`src/rtl/uart_tx.sv`:
```
//------------------------------------------------------------------------------
// uart_tx -- AXI-Stream to asynchronous serial transmitter.
//
// Sends one frame per accepted word: a start bit (0), DATA_WIDTH data bits
// LSB first, then a stop bit (1). There is no parity. Each bit is held for
// P*8 clock cycles. P is the prescale value captured at the handshake, and a
// captured value of 0 is treated as 1.
//
// Ports
//   clk            in   single clock; all logic runs on its rising edge
//   rst            in   synchronous, active-high reset
//   s_axis_tdata   in   [DATA_WIDTH] word to transmit
//   s_axis_tvalid  in   s_axis_tdata is valid
//   s_axis_tready  out  the block accepts a word on this cycle's edge
//   txd            out  serial line, idles high
//   busy           out  a frame is in progress
//   prescale       in   [16] bit period = prescale*8 clk cycles
//
// All outputs are registered. s_axis_tvalid only feeds the state register,
// so s_axis_tready never depends combinationally on it.
//------------------------------------------------------------------------------
`timescale 1ns / 1ps

module uart_tx #(
  parameter int DATA_WIDTH = 8
) (
  input  logic                  clk,
  input  logic                  rst,
  input  logic [DATA_WIDTH-1:0] s_axis_tdata,
  input  logic                  s_axis_tvalid,
  output logic                  s_axis_tready,
  output logic                  txd,
  output logic                  busy,
  input  logic [15:0]           prescale
);

  // 19 bits holds 0xFFFF*8 without overflow.
  localparam int CNT_W = 19;
  localparam int BIT_W = (DATA_WIDTH > 1) ? $clog2(DATA_WIDTH) : 1;

  typedef enum logic [1:0] {
    IDLE,
    START,
    DATA,
    STOP
  } state_t;

  state_t                r_state;
  logic [CNT_W-1:0]      r_period;   // bit period captured at handshake
  logic [CNT_W-1:0]      r_cnt;      // cycles left in the current bit, minus one
  logic [DATA_WIDTH-1:0] r_shift;    // remaining data bits, next bit in [0]
  logic [BIT_W-1:0]      r_bit_idx;  // index of the data bit on the line
  logic                  r_txd;
  logic                  r_busy;
  logic                  r_tready;

  logic [CNT_W-1:0]      w_in_period;
  logic                  w_handshake;
  logic                  w_bit_done;

  // A prescale of 0 runs at the fastest legal rate (P = 1).
  assign w_in_period = (prescale == 16'd0) ? CNT_W'(8) : {prescale, 3'b000};
  assign w_handshake = s_axis_tvalid & r_tready;
  assign w_bit_done  = (r_cnt == '0);

  always_ff @(posedge clk) begin
    // NOTE: state uses non-blocking assignments, so every branch below reads
    // the values from before this edge, whatever order the statements are in.
    if (rst) begin
      // NOTE: this reset is synchronous. It is sampled only on the clock edge,
      // so it must stay inside this block and out of the sensitivity list.
      r_state   <= IDLE;
      r_period  <= '0;
      r_cnt     <= '0;
      r_shift   <= '0;
      r_bit_idx <= '0;
      r_txd     <= 1'b1;
      r_busy    <= 1'b0;
      r_tready  <= 1'b0;
    end else begin
      case (r_state)
        IDLE: begin
          // The first edge after reset raises tready. A handshake needs the
          // registered tready, so no word is taken on that edge.
          r_txd    <= 1'b1;
          r_busy   <= 1'b0;
          r_tready <= 1'b1;
          if (w_handshake) begin
            r_state   <= START;
            r_shift   <= s_axis_tdata;
            r_period  <= w_in_period;
            r_cnt     <= w_in_period - 1'b1;
            r_bit_idx <= '0;
            r_txd     <= 1'b0;
            r_busy    <= 1'b1;
            r_tready  <= 1'b0;
          end
        end

        START: begin
          if (w_bit_done) begin
            r_state   <= DATA;
            r_txd     <= r_shift[0];
            r_shift   <= r_shift >> 1;
            r_cnt     <= r_period - 1'b1;
            r_bit_idx <= '0;
          end else begin
            r_cnt <= r_cnt - 1'b1;
          end
        end

        DATA: begin
          if (w_bit_done) begin
            r_cnt <= r_period - 1'b1;
            if (r_bit_idx == BIT_W'(DATA_WIDTH - 1)) begin
              r_state <= STOP;
              r_txd   <= 1'b1;
            end else begin
              r_bit_idx <= r_bit_idx + 1'b1;
              r_txd     <= r_shift[0];
              r_shift   <= r_shift >> 1;
            end
          end else begin
            r_cnt <= r_cnt - 1'b1;
          end
        end

        STOP: begin
          // Going back to IDLE raises tready. With tvalid held, the next
          // start bit then goes out on the following edge.
          if (w_bit_done) begin
            r_state  <= IDLE;
            r_tready <= 1'b1;
            r_busy   <= 1'b0;
          end else begin
            r_cnt <= r_cnt - 1'b1;
          end
        end

        default: begin
          r_state <= IDLE;
        end
      endcase
    end
  end

  assign s_axis_tready = r_tready;
  assign txd           = r_txd;
  assign busy          = r_busy;

endmodule

```
`config.mk`:
```
export PLATFORM = sky130hd
export DESIGN_NAME = uart_tx
export DESIGN_NICKNAME = d
export VERILOG_FILES = /design/src/rtl/uart_tx.sv
export SDC_FILE = /design/constraint.sdc
export NUM_CORES = 1
export LEC_CHECK = 0
export CAP_MARGIN = 40
export CORE_MARGIN = 2
export CORE_UTILIZATION = 63
export DETAILED_ROUTE_END_ITERATION = 10
export HOLD_SLACK_MARGIN = 0.08
export PLACE_DENSITY = 0.86
export SYNTH_ARGS = -nofsm -noshare
export SYNTH_HDL_FRONTEND = slang
export SYNTH_SLANG_ARGS = --single-unit
```
`constraint.sdc`:
```
create_clock -name clk -period 6.7 [get_ports clk]
set_clock_uncertainty 0.2 [all_clocks]
set_input_delay 2.01 -clock clk [delete_from_list [all_inputs] [get_ports clk]]
set_output_delay 2.01 -clock clk [all_outputs]
set_load 0.02 [all_outputs]
```
# Yosys cells after proc, flatten, opt, wreduce, memory -nomap -nowiden
# Cells that the tools add are included.
[totals] ramBits=0 latch_bits=0 regBits=54 out_inout_bits=3 rom_bits=0 memories=0 in_bits=27
[op_classes] n_lt_le_gt_ge=0 n_bitwise=1 mul=0 n_div=0 n_reduce_logical=12 add_sub_neg=4 eq_ne=11 shifts=0 n_mux=31
[ops] cell="19-bit 2-to-1 mux" n=4
[ops] cell="19-bit case mux with 3 select lines" n=1
[ops] cell="19-bit by 1-bit subtractor with 19-bit output (second input constant)" n=3
[ops] cell="8-bit 2-to-1 mux" n=4
[ops] cell="8-bit case mux with 3 select lines" n=1
[ops] cell="19-bit zero test" n=1
[ops] cell="16-bit zero test" n=1
[ops] cell="2-bit != test (second input constant)" n=7
[ops] cell="3-bit 2-to-1 mux" n=4
[ops] cell="2-bit 2-to-1 mux" n=5
[ops] cell="5-bit AND reduction" n=2
[ops] cell="3-bit case mux with 3 select lines" n=1
[ops] cell="2-bit case mux with 4 select lines" n=1
[ops] cell="1-bit 2-to-1 mux" n=7
[ops] cell="2-bit AND reduction" n=3
[ops] cell="2-bit == test (second input constant)" n=2
[ops] cell="1-bit case mux with 2 select lines" n=2
[ops] cell="3-bit by 1-bit adder with 3-bit output (second input constant)" n=1
[ops] cell="3-bit == test (second input constant)" n=1
[ops] cell="1-bit case mux with 3 select lines" n=1
[ops] cell="3-bit AND reduction" n=1
[ops] cell="3-bit nonzero test" n=1
[ops] cell="2-bit by 1-bit == test with 1-bit output (second input constant)" n=1
[ops] cell="2-bit zero test" n=1
[ops] cell="other kinds (3)" n=3

# Longest topological paths before layout
# Gate-level depths: netlist of run 1.
[logic_depth] depth_word=5 ltp_mapped=9 depth_no_buf=9

# Worst setup path before layout of run 1
# No wires, ideal clock.
[synth_timing] kind="input to register" startpoint="input port prescale[8]" endpoint="register r_cnt[11]" t_required_ns=6.408 setup_time_ns=0.092 n_path_buf=0 arrival_time_ns=4.016 path_stages=9 setup_slack_ns=2.392 path_cell_list="or4_4 nor4b_4 a41oi_1 ha_1 nand3b_1 nor4_1 xnor2_1 a211o_1 o32ai_1"
[synth_via] elab_chain_len=5
[synth_rtl] item="start: declaration" line_no="34" rtl="input logic [15:0] prescale"
[synth_rtl] item="16-bit zero test" line_no="62" rtl="assign w_in_period = (prescale == 16'd0) ? CNT_W'(8) : {prescale, 3'b000};"
[synth_rtl] item="19-bit 2-to-1 mux (*)" line_no="62"
[synth_rtl] item="19-bit by 1-bit subtractor with 19-bit output (*)" line_no="92" rtl="r_cnt <= w_in_period - 1'b1;"
[synth_rtl] item="19-bit 2-to-1 mux (*)" line_no="88" rtl="if (w_handshake) begin"
[synth_rtl] item="19-bit case mux with 3 select lines (*)" line_no="81" rtl="case (r_state)"
[synth_rtl] item="end signal: assignment" line_no="92"
[synth_rtl] item="end signal: assignment" line_no="105" rtl="r_cnt <= r_period - 1'b1;"
[synth_rtl] item="end signal: assignment" line_no="108" rtl="r_cnt <= r_cnt - 1'b1;"
[synth_rtl] item="end: declaration" line_no="50" rtl="logic [CNT_W-1:0] r_cnt;"
# Every way passes the cells marked *; elsewhere a longest branch is shown, timed or not. The select of a mux whose other input is x is not followed.
# A chain may end at the register's enable or synchronous reset.

# Final worst setup path of run 1
[layout_timing] startpoint="input port prescale[5]" endpoint="register r_cnt[11]"
# The elaborated chain is that of the path after synthesis.

==> results.md, run 1 <==
Critical path:
- The worst register-to-register path ends at r_state[1].
- The critical path is of the input port to flip-flop type.
- The startpoint of the lowest-slack register-to-register path is r_cnt[5].
- The endpoint class of the critical path is a flip-flop.
- Across all register-to-register paths, the minimum setup slack is 3590 ps.
- The maximum net fanout on the critical path is 6.
- The arrival time of the worst setup path is between 4000 and 5000 ps.
- For the worst setup path, the data required time is roughly 6700 ps.
- The kind of start point of the critical path is an input port.
- The number of cells on the worst reg-to-reg path is 6.

Min path:
- The worst hold path class is flip-flop to flip-flop.
- In this run the most critical hold path is launched from r_shift[7].
- The hold-critical path depth is 2.
- The worst hold path terminates at r_shift[7].

Placement:
- Buffers placed on the I/O ports in this run total 29.
- The routability congestion estimate from global placement is between 0.9 and 1.
- The area after detailed placement is roughly 3800 um2.
- Detailed placement ended at an HPWL of around 6700 um.

Die:
- The effective utilization at floorplan is 0.6533.
- The die is about 80 um tall.
- The die covers ~6300 um2.
- The die width is 79.57 um.
- The floorplan step defined a core boundary enclosing ~5500 um2.
- Row generation in the floorplan step produced 27 rows.
- During I/O placement, the number of pins put on the boundary was 30.

Timing:
- The number of hold violations in the final report is 0.
- The final period utilization is 0.7151.
- Measured against its own limit, the worst slew margin works out to 0.5068.
- Counting I/O delays and the setup requirement, the final critical path takes 4791 ps.
- At the pin with the least slew margin, the transition time is approximately 730 ps.
- The final count of pins violating max slew is 0.
- For this run, the top clock speed supported by timing is around 0.21 GHz.
- Setup repair after global routing left no endpoint under its margin.
- Setup violations remaining at the end of the flow were counted as 0.
- Setup total negative slack on the finished layout was measured at 0 ps.

Detailed routing:
- In the routed design, unresolved DRC markers number 0.
- Dividing the detail-routed via count by the number of cells gives approximately 6.6.
- The first-pass detailed-route iteration total is 5.
- After detailed routing, the average wire length per cell comes to ~18 um.
- For this block, the initial DRC count from the detailed router was around 400.
- The via count is around 3600.
- The post-detailed-route count of antenna-violating nets is 0.
- The total wire length after detailed routing is between 9000 and 10000 um.

Synthesis:
- The share of the synthesized area in compound gates (AO/OA/AOI/OAI) is 0.2184.
- The multiplexer share of the synthesized area is 0.03687.
- The average cell area after synthesis is around 8 um2.
- The number of distinct standard cells referenced by the synthesized netlist is 66.
- Of the post-synthesis cell area, the dominant cell type holds 0.2838.
- Of the total synthesized cell area, the portion taken by full adders, half adders and majority gates is 0.03478.
- After synthesis the cells add up to ~3600 um2.
- The yosys synthesis warning count is 0.
- Sorting the synthesized cells by area gives the leading types as sky130_fd_sc_hd__dfxtp_1 28%, sky130_fd_sc_hd__nand2_1 6.2%, sky130_fd_sc_hd__a21oi_1 4.9%.
- The dominant cell type by area after synthesis is sky130_fd_sc_hd__dfxtp_1.
- The number of nets handed over by synthesis was about 500.
- The most used flip-flop cell after synthesis is sky130_fd_sc_hd__dfxtp_1.
- Of all flip-flops after synthesis, the portion carrying an async set or reset was 0.
- Counting flops with a built-in enable in the synthesized netlist gives 0.
- Of the total synthesized cell area, the portion taken by AND, OR, NAND and NOR gates is 0.2772.
- After synthesis the netlist holds a flip-flop and latch count of 51.
- The share of the Yosys chip area taken by registers is 0.2838.
- By area, the combinational part of the netlist is dominated by simple AND/OR/NAND/NOR gates.
- Synthesis produced 458 cells.
- The xor/xnor share of the synthesized area is 0.08035.

Final layout:
- Leaving out fill and tap cells, the most frequent cells in the layout are 59 x sky130_fd_sc_hd__nand2_1, 51 x sky130_fd_sc_hd__dfxtp_1, 43 x sky130_fd_sc_hd__nor2_1.
- Once layout is done, the placed cells without fillers occupy approximately 3900 um2.
- The repair_antennas step left the layout with diodes totalling 0.
- In the final design database the tool counted approximately 500 nets.
- From synthesis to final layout, the design area changed by 9.530%.
- Leaving out fill and tap cells, the most frequent cell in the layout is sky130_fd_sc_hd__nand2_1.
- In the final layout, the share of cells above drive strength 1 is 0.06751.

Clocking:
- The number of sinks on the clock net is slightly above 50.
- The cell sitting at the root of the clock tree is a sky130_fd_sc_hd__clkbuf_8.
- Hold repair after CTS inserted 0 buffers.
- The number of buffers added by the clock tree synthesis step is 5.
- After clock tree synthesis, the clock-pin slew on the worst setup and hold paths is ~90 ps.
- After clock tree synthesis, the setup repair step added 0 buffers.
- The worst-skew pair later-pin latency is approximately 320 ps.
- TritonCTS built the clock tree.
- CTS built an H-tree with a depth of 2.
- In this run the deepest clock path goes through 2 buffers.
- The post-CTS resize count is 0.

Global route:
- In the global route stage, met1 resource usage came out at 0.4341.
- After global routing, the most crowded layer is met2.
- The via count of the first global-routing pass is between 3000 and 4000.
- For this run, global-route usage on met3 was measured as 0.07127.
- The first global-routing pass estimated ~16000 um of wire.
- For met2 alone, demand over resource in global routing was 0.4807.
- In the global route stage, overall resource usage came out at 0.3148.
- The initial antenna violation count is 0.
- The maximum number of pins on one net before global-route repair is 57.
- The remaining global-route overflow is 0.

Pwr:
- For this design the static power due to leakage is ~1.4 nW.
- Dividing total power by cell area gives a power density of 514.4 nW/um2.
- The maximum vdd drop is roughly 320 uV.

Run status:
- The run finished with clean final reports.

Flow run:
- The number of max-capacitance violations reported is 0.
-- where the power goes --
group          switching [mW]  leakage (nW)  internal, mW
registers               0.114         0.418         0.404
logic                   0.801         0.940         0.507
clock network           0.116        0.0474        0.0847
-- per-layer routing --
layer	up-vias	wire length, um	part of all wire
met3	24	847	0.089
met4	0	199	0.021
met5	-	0	0
li1	1702	-	-
met1	1658	4142	0.43
met2	200	4372	0.46
-- logic make-up (layout without fill, tap and decap cells) --
group | after synthesis | in the layout
mux | 13 | 13
flops | 51 | 51
buf+inv | 41 | 57
fa+ha+maj | 10 | 10
compound gates | 122 | 122
simple gates | 188 | 188
xor+xnor | 33 | 33
-- layout make-up --
cell class	count	area (um2)
Multi-Input combinational cell	366	2335
Fill cell	468	1567
Inverter	13	48.80
Timing Repair Buffer	36	346.6
Sequential cell	51	1021
Clock buffer	6	82.58
Tap cell	72	90.09
Clock inverter	2	16.27
-- sequential cells by signal, summed over array words and instances, names as in the netlist --
register	count
r_cnt	19
r_period	16
r_shift	8
r_bit_idx	3
r_state	2
busy	1
s_axis_tready	1
txd	1
-- stage by stage --
stage | total power, mW | worst slack, ps | utilization | hold slack (ps) | instances
2_1_floorplan | 1.505 | 2392 | - | 245.8 | 458
3_3_place_gp | 1.709 | 1725 | 0.6892 | 254.8 | 533
3_5_place_dp | 1.779 | 1587 | 0.6976 | 275.7 | 538
4_1_cts | 1.986 | 1905 | 0.7155 | 296.2 | 546
5_1_grt | 2.174 | 1736 | 0.7155 | 311.0 | 546
6_report | 2.027 | 1909 | 0.7155 | 293.2 | 546
-- Yosys cell counts, types with 11 or more instances --
| cell type | count |
|---|---|
| sky130_fd_sc_hd__xor2_1 | 17 |
| sky130_fd_sc_hd__a211oi_1 | 11 |
| sky130_fd_sc_hd__nor2_1 | 43 |
| sky130_fd_sc_hd__o21ai_0 | 23 |
| sky130_fd_sc_hd__clkbuf_1 | 14 |
| sky130_fd_sc_hd__nor4_1 | 13 |
| sky130_fd_sc_hd__xnor2_1 | 16 |
| sky130_fd_sc_hd__mux2i_1 | 11 |
| sky130_fd_sc_hd__a21oi_1 | 35 |
| sky130_fd_sc_hd__inv_1 | 13 |
| sky130_fd_sc_hd__dfxtp_1 | 51 |
| sky130_fd_sc_hd__nand2_1 | 59 |
-- worst max-delay path, cell delays in order --
cell                              delay [ps]
sky130_fd_sc_hd__clkdlybuf4s50_1         510
sky130_fd_sc_hd__or4_4                   590
sky130_fd_sc_hd__nor4b_4                 360
sky130_fd_sc_hd__a41oi_1                 230
sky130_fd_sc_hd__ha_1                    310
sky130_fd_sc_hd__nand3b_1                150
sky130_fd_sc_hd__nor4_1                   80
sky130_fd_sc_hd__xnor2_1                 140
sky130_fd_sc_hd__a211o_1                 300
sky130_fd_sc_hd__o32ai_1                 120
-- how the worst max path moves through the flow --
stage | from | endpoint | depth (start not counted)
2_1_floorplan | prescale[8] | r_cnt[11] | 9
3_3_place_gp | prescale[5] | r_cnt[11] | 10
3_5_place_dp | prescale[5] | r_cnt[11] | 10
4_1_cts | prescale[5] | r_cnt[11] | 10
5_1_grt | prescale[5] | r_cnt[9] | 10
6_report | prescale[5] | r_cnt[11] | 10
Note: power is estimated with default switching activity, not from simulation.
==> run 2, diff against run 1 <==
CORE_UTILIZATION = 53   (was 63)
PLACE_DENSITY = 0.77   (was 0.86)
clock period = 4.4 ns   (was 6.7 ns; I/O delays follow)
==> run 2 against run 1 <==
Against the previous run:
- non-clock buffer count rose by 4
- cell count up 2.0%
- power rose by 52%
- clock-buffer cell count is the same
- first-iteration DRC count is 12% lower
- register-to-register slack worse by 2400 ps
- sequential cell count unchanged
- global-route usage is 4.8 points lower
- routed wire length up 1.5%
- hold slack lost 9.7 ps
- sequential power up 52%
- clock power is 48% higher
- largest cell class unchanged
- largest power group unchanged
- highest routed layer unchanged
==> results.md, run 2 (synthesis gave the netlist of run 1 again) <==
Min path:
- The worst hold path class is flip-flop to flip-flop.

Global route:
- The remaining global-route overflow came to 0 (unchanged).
- The all-layer global routing usage is 0.2671 (-0.04777).
- The maximum number of pins on one net before global-route repair came to 32 (-44%).
- The via count of the first global-routing pass was 3250 (-0.73%).
- The first-pass GRT wire length is 15990 um (+1.6%).
- The initial antenna violation count is 0 (unchanged).

Timing:
- The final setup violation count was 0 (unchanged).
- The final count of pins violating max slew is 0 (unchanged).
- The summed negative setup slack over all endpoints is 0 ps (unchanged).
- Of the available clock period, the critical path in the final layout requires 0.8794.
- Setup repair after global routing left no endpoint under its margin.
- The final critical-path required period is 3869 ps.
- The relative slew slack was 0.5060 (-0.0007800).
- Based on the critical path, the design can be clocked at up to ~0.26 GHz.
- The slew at the pin with the worst max-slew slack is 738.9 ps (+5.859 ps).
- The minimum setup slack in the final design is 530.8 ps (-1378 ps).
- The number of hold violations in the final report is 0 (unchanged).

Detailed routing:
- The post-detailed-route count of antenna-violating nets is 0 (unchanged).
- The via count came to 3541 (-1.2%).
- The average wire per standard cell came to 17.42 um (-0.52%).
- The initial detailed-routing violation count came to 354 (-12%).
- The number of remaining DRC errors was 0 (unchanged).
- The first-pass detailed-route iteration total is 6 (+1).
- The total wire length after detailed routing was 9704 um (+1.5%).
- The via density per instance is 6.357 (-3.2%).

Final layout:
- The flip-flop count of the largest register after layout came to 19 (unchanged).
- The library cell used most frequently in the layout, excluding fill and tap cells, is sky130_fd_sc_hd__nand2_1.
- The layout overhead on the synthesized area is 10.40%.
- The count of fill cells added during filler insertion was 623 (+33%).
- The antenna diode instance count is 0 (unchanged).
- The proportion of layout cells with a drive suffix above 1 was 0.07338 (+0.005865).
- The footprint of the multi-input gates came to 2335 um2 (unchanged).
- The final layout net count is 514 (+0.78%).
- The register ranked first by flip-flop count is r_cnt.
- The register area is 1021 um2 (unchanged).
- The largest registers in the layout are r_cnt x19, r_period x16, r_shift x8.
- Leaving out fill and tap cells, the most frequent cells in the layout are 59 x sky130_fd_sc_hd__nand2_1, 51 x sky130_fd_sc_hd__dfxtp_1, 43 x sky130_fd_sc_hd__nor2_1.

Die:
- The core outline area is 6681 um2 (+21%).
- The die width came to 86.39 um (+8.6%).
- The vertical die dimension was 86.39 um (+8.6%).
- The count of pins on the block boundary is 30 (unchanged).
- The effective utilization at floorplan is 0.5384 (-0.1149).
- The die area was 7462 um2 (+18%).
- The row count was 30 (+11%).

Critical path:
- For this design, the slowest cell found on the critical path is sky130_fd_sc_hd__or4_4.
- The largest incremental delay on the critical path is 560 ps (-30 ps).
- The critical register-to-register path endpoint is r_state[1].
- The required time at the endpoint of the critical path was 4430 ps (-2290 ps).
- The arrival time of the worst setup path came to 3900 ps (-910 ps).
- The worst reg2reg path depth was 6 (unchanged).
- The startpoint of the lowest-slack register-to-register path is r_cnt[5].
- The logic depth of the worst path, buffers included is 10 (unchanged).
- Following the worst setup path forward leads to its endpoint at r_cnt[11].
- The kind of start point of the critical path is an input port.
- The maximum net fanout on the critical path was 5 (-1).
- The register-to-register path setup slack is 1200 ps (-2390 ps).
- The buffers plus inverters on the worst setup path is 1 (unchanged).
- The endpoint class of the critical path is a flip-flop.
- The kind of cell adding the most delay to the critical path is simple AND/OR/NAND/NOR gates.
- By startpoint and endpoint, the worst setup path is classified as input port to flip-flop.
- Walking the worst path, the cells encountered are clkdlybuf4s50_1, or4_4, nor4b_4, a41oi_1, ha_1, nand3b_1, nor4_1, xnor2_1, a211o_1, o32ai_1.
- The most critical setup path has its startpoint at prescale[6].

Clocking:
- The number of buffers added to fix hold violations after cts is 0 (unchanged).
- The number of sinks on the clock net is 51 (unchanged).
- The maximum number of buffers from clock root to sink came to 2 (unchanged).
- The worst-skew pair later-pin latency is 320 ps (about the same).
- The H-tree depth was 2 (unchanged).
- The post-CTS resize count came to 0 (unchanged).
- The post-CTS setup buffer count was 0 (unchanged).
- The number of buffers added by the clock tree synthesis step is 5 (unchanged).
- The clock slew at the register clock pins of the worst setup and hold paths is 100 ps (about the same).
- The buffer cell driving the clock tree root is sky130_fd_sc_hd__clkbuf_8.
- TritonCTS built the clock tree.

Pwr:
- The power per cell area was 774.3 nW/um2 (+51%).
- The maximum vdd drop is 324.3 uV (+0.28%).
- The static power due to leakage is 1.426 nW (+1.5%).

Placement:
- The post-placement setup slack is 210.9 ps (-1376 ps).
- The routability congestion estimate from global placement is 0.8906 (-7.5%).
- The estimated wirelength of the detail-placed design came to 6886 um (+3.5%).
- The number of buffers added on ports was 29 (unchanged).

Flow run:
- The number of max-capacitance violations reported is 0 (unchanged).

Run status:
- The flow ran to the end, and the final reports show no timing, DRC or antenna violations.
[run 2: worst min-delay path by stage]
stage | end | cells after the start | slack, ps | from
final | r_shift[7] | 2 | 280 | r_shift[7]
after global routing | r_shift[7] | 2 | 300 | r_shift[7]
after CTS | r_shift[7] | 2 | 290 | r_shift[7]
after detailed placement | r_shift[7] | 2 | 270 | r_shift[7]
after global placement | r_shift[7] | 2 | 250 | r_shift[7]
after floorplan | r_shift[7] | 2 | 250 | r_shift[7]
[run 2: metrics by stage]
step / area, um2 / utilization / instances / hold WS, ps / total power [mW]
3_3_place_gp: 3865 / 0.5785 / 549 / 254.6 / 2.663
5_1_grt: 3971 / 0.5944 / 557 / 297.1 / 3.301
2_1_floorplan: 3597 / - / 458 / 245.8 / 2.291
3_5_place_dp: 3880 / 0.5807 / 550 / 274.9 / 2.721
4_1_cts: 3971 / 0.5944 / 557 / 288.4 / 3.023
6_report: 3971 / 0.5944 / 557 / 283.5 / 3.075
[run 2: area by class of cell]
| cell class | instances | area share |
|---|---|---|
| clock buffers | 6 | 0.02079 |
| clock inverters | 1 | 0.002205 |
| inverters | 13 | 0.01229 |
| multi-input cells | 366 | 0.5879 |
| flip-flops and latches | 51 | 0.2571 |
| well taps | 80 | 0.02520 |
| repair buffers | 40 | 0.09452 |
[run 2: power breakdown]
group / internal [mW] / leakage [nW] / total (mW) / switching (mW)
Combinational: 0.778 / 0.960 / 1.99 / 1.22
Clock: 0.127 / 0.0477 / 0.295 / 0.168
Sequential: 0.615 / 0.418 / 0.785 / 0.170
[run 2: routing by layer]
layer  part of all wire  vias to the layer above  global-route usage
li1                   -                     1719                   -
met5                  0                        -                   0
met2               0.47                      168              0.4399
met1               0.43                     1627              0.3695
met4              0.021                        0             0.06676
met3              0.078                       27             0.03714
[run 2: tightest hold or removal path: stages (launching register included)]
cell	delay, ps
sky130_fd_sc_hd__dfxtp_1	320
sky130_fd_sc_hd__nand2b_1	70
sky130_fd_sc_hd__a21oi_1	50
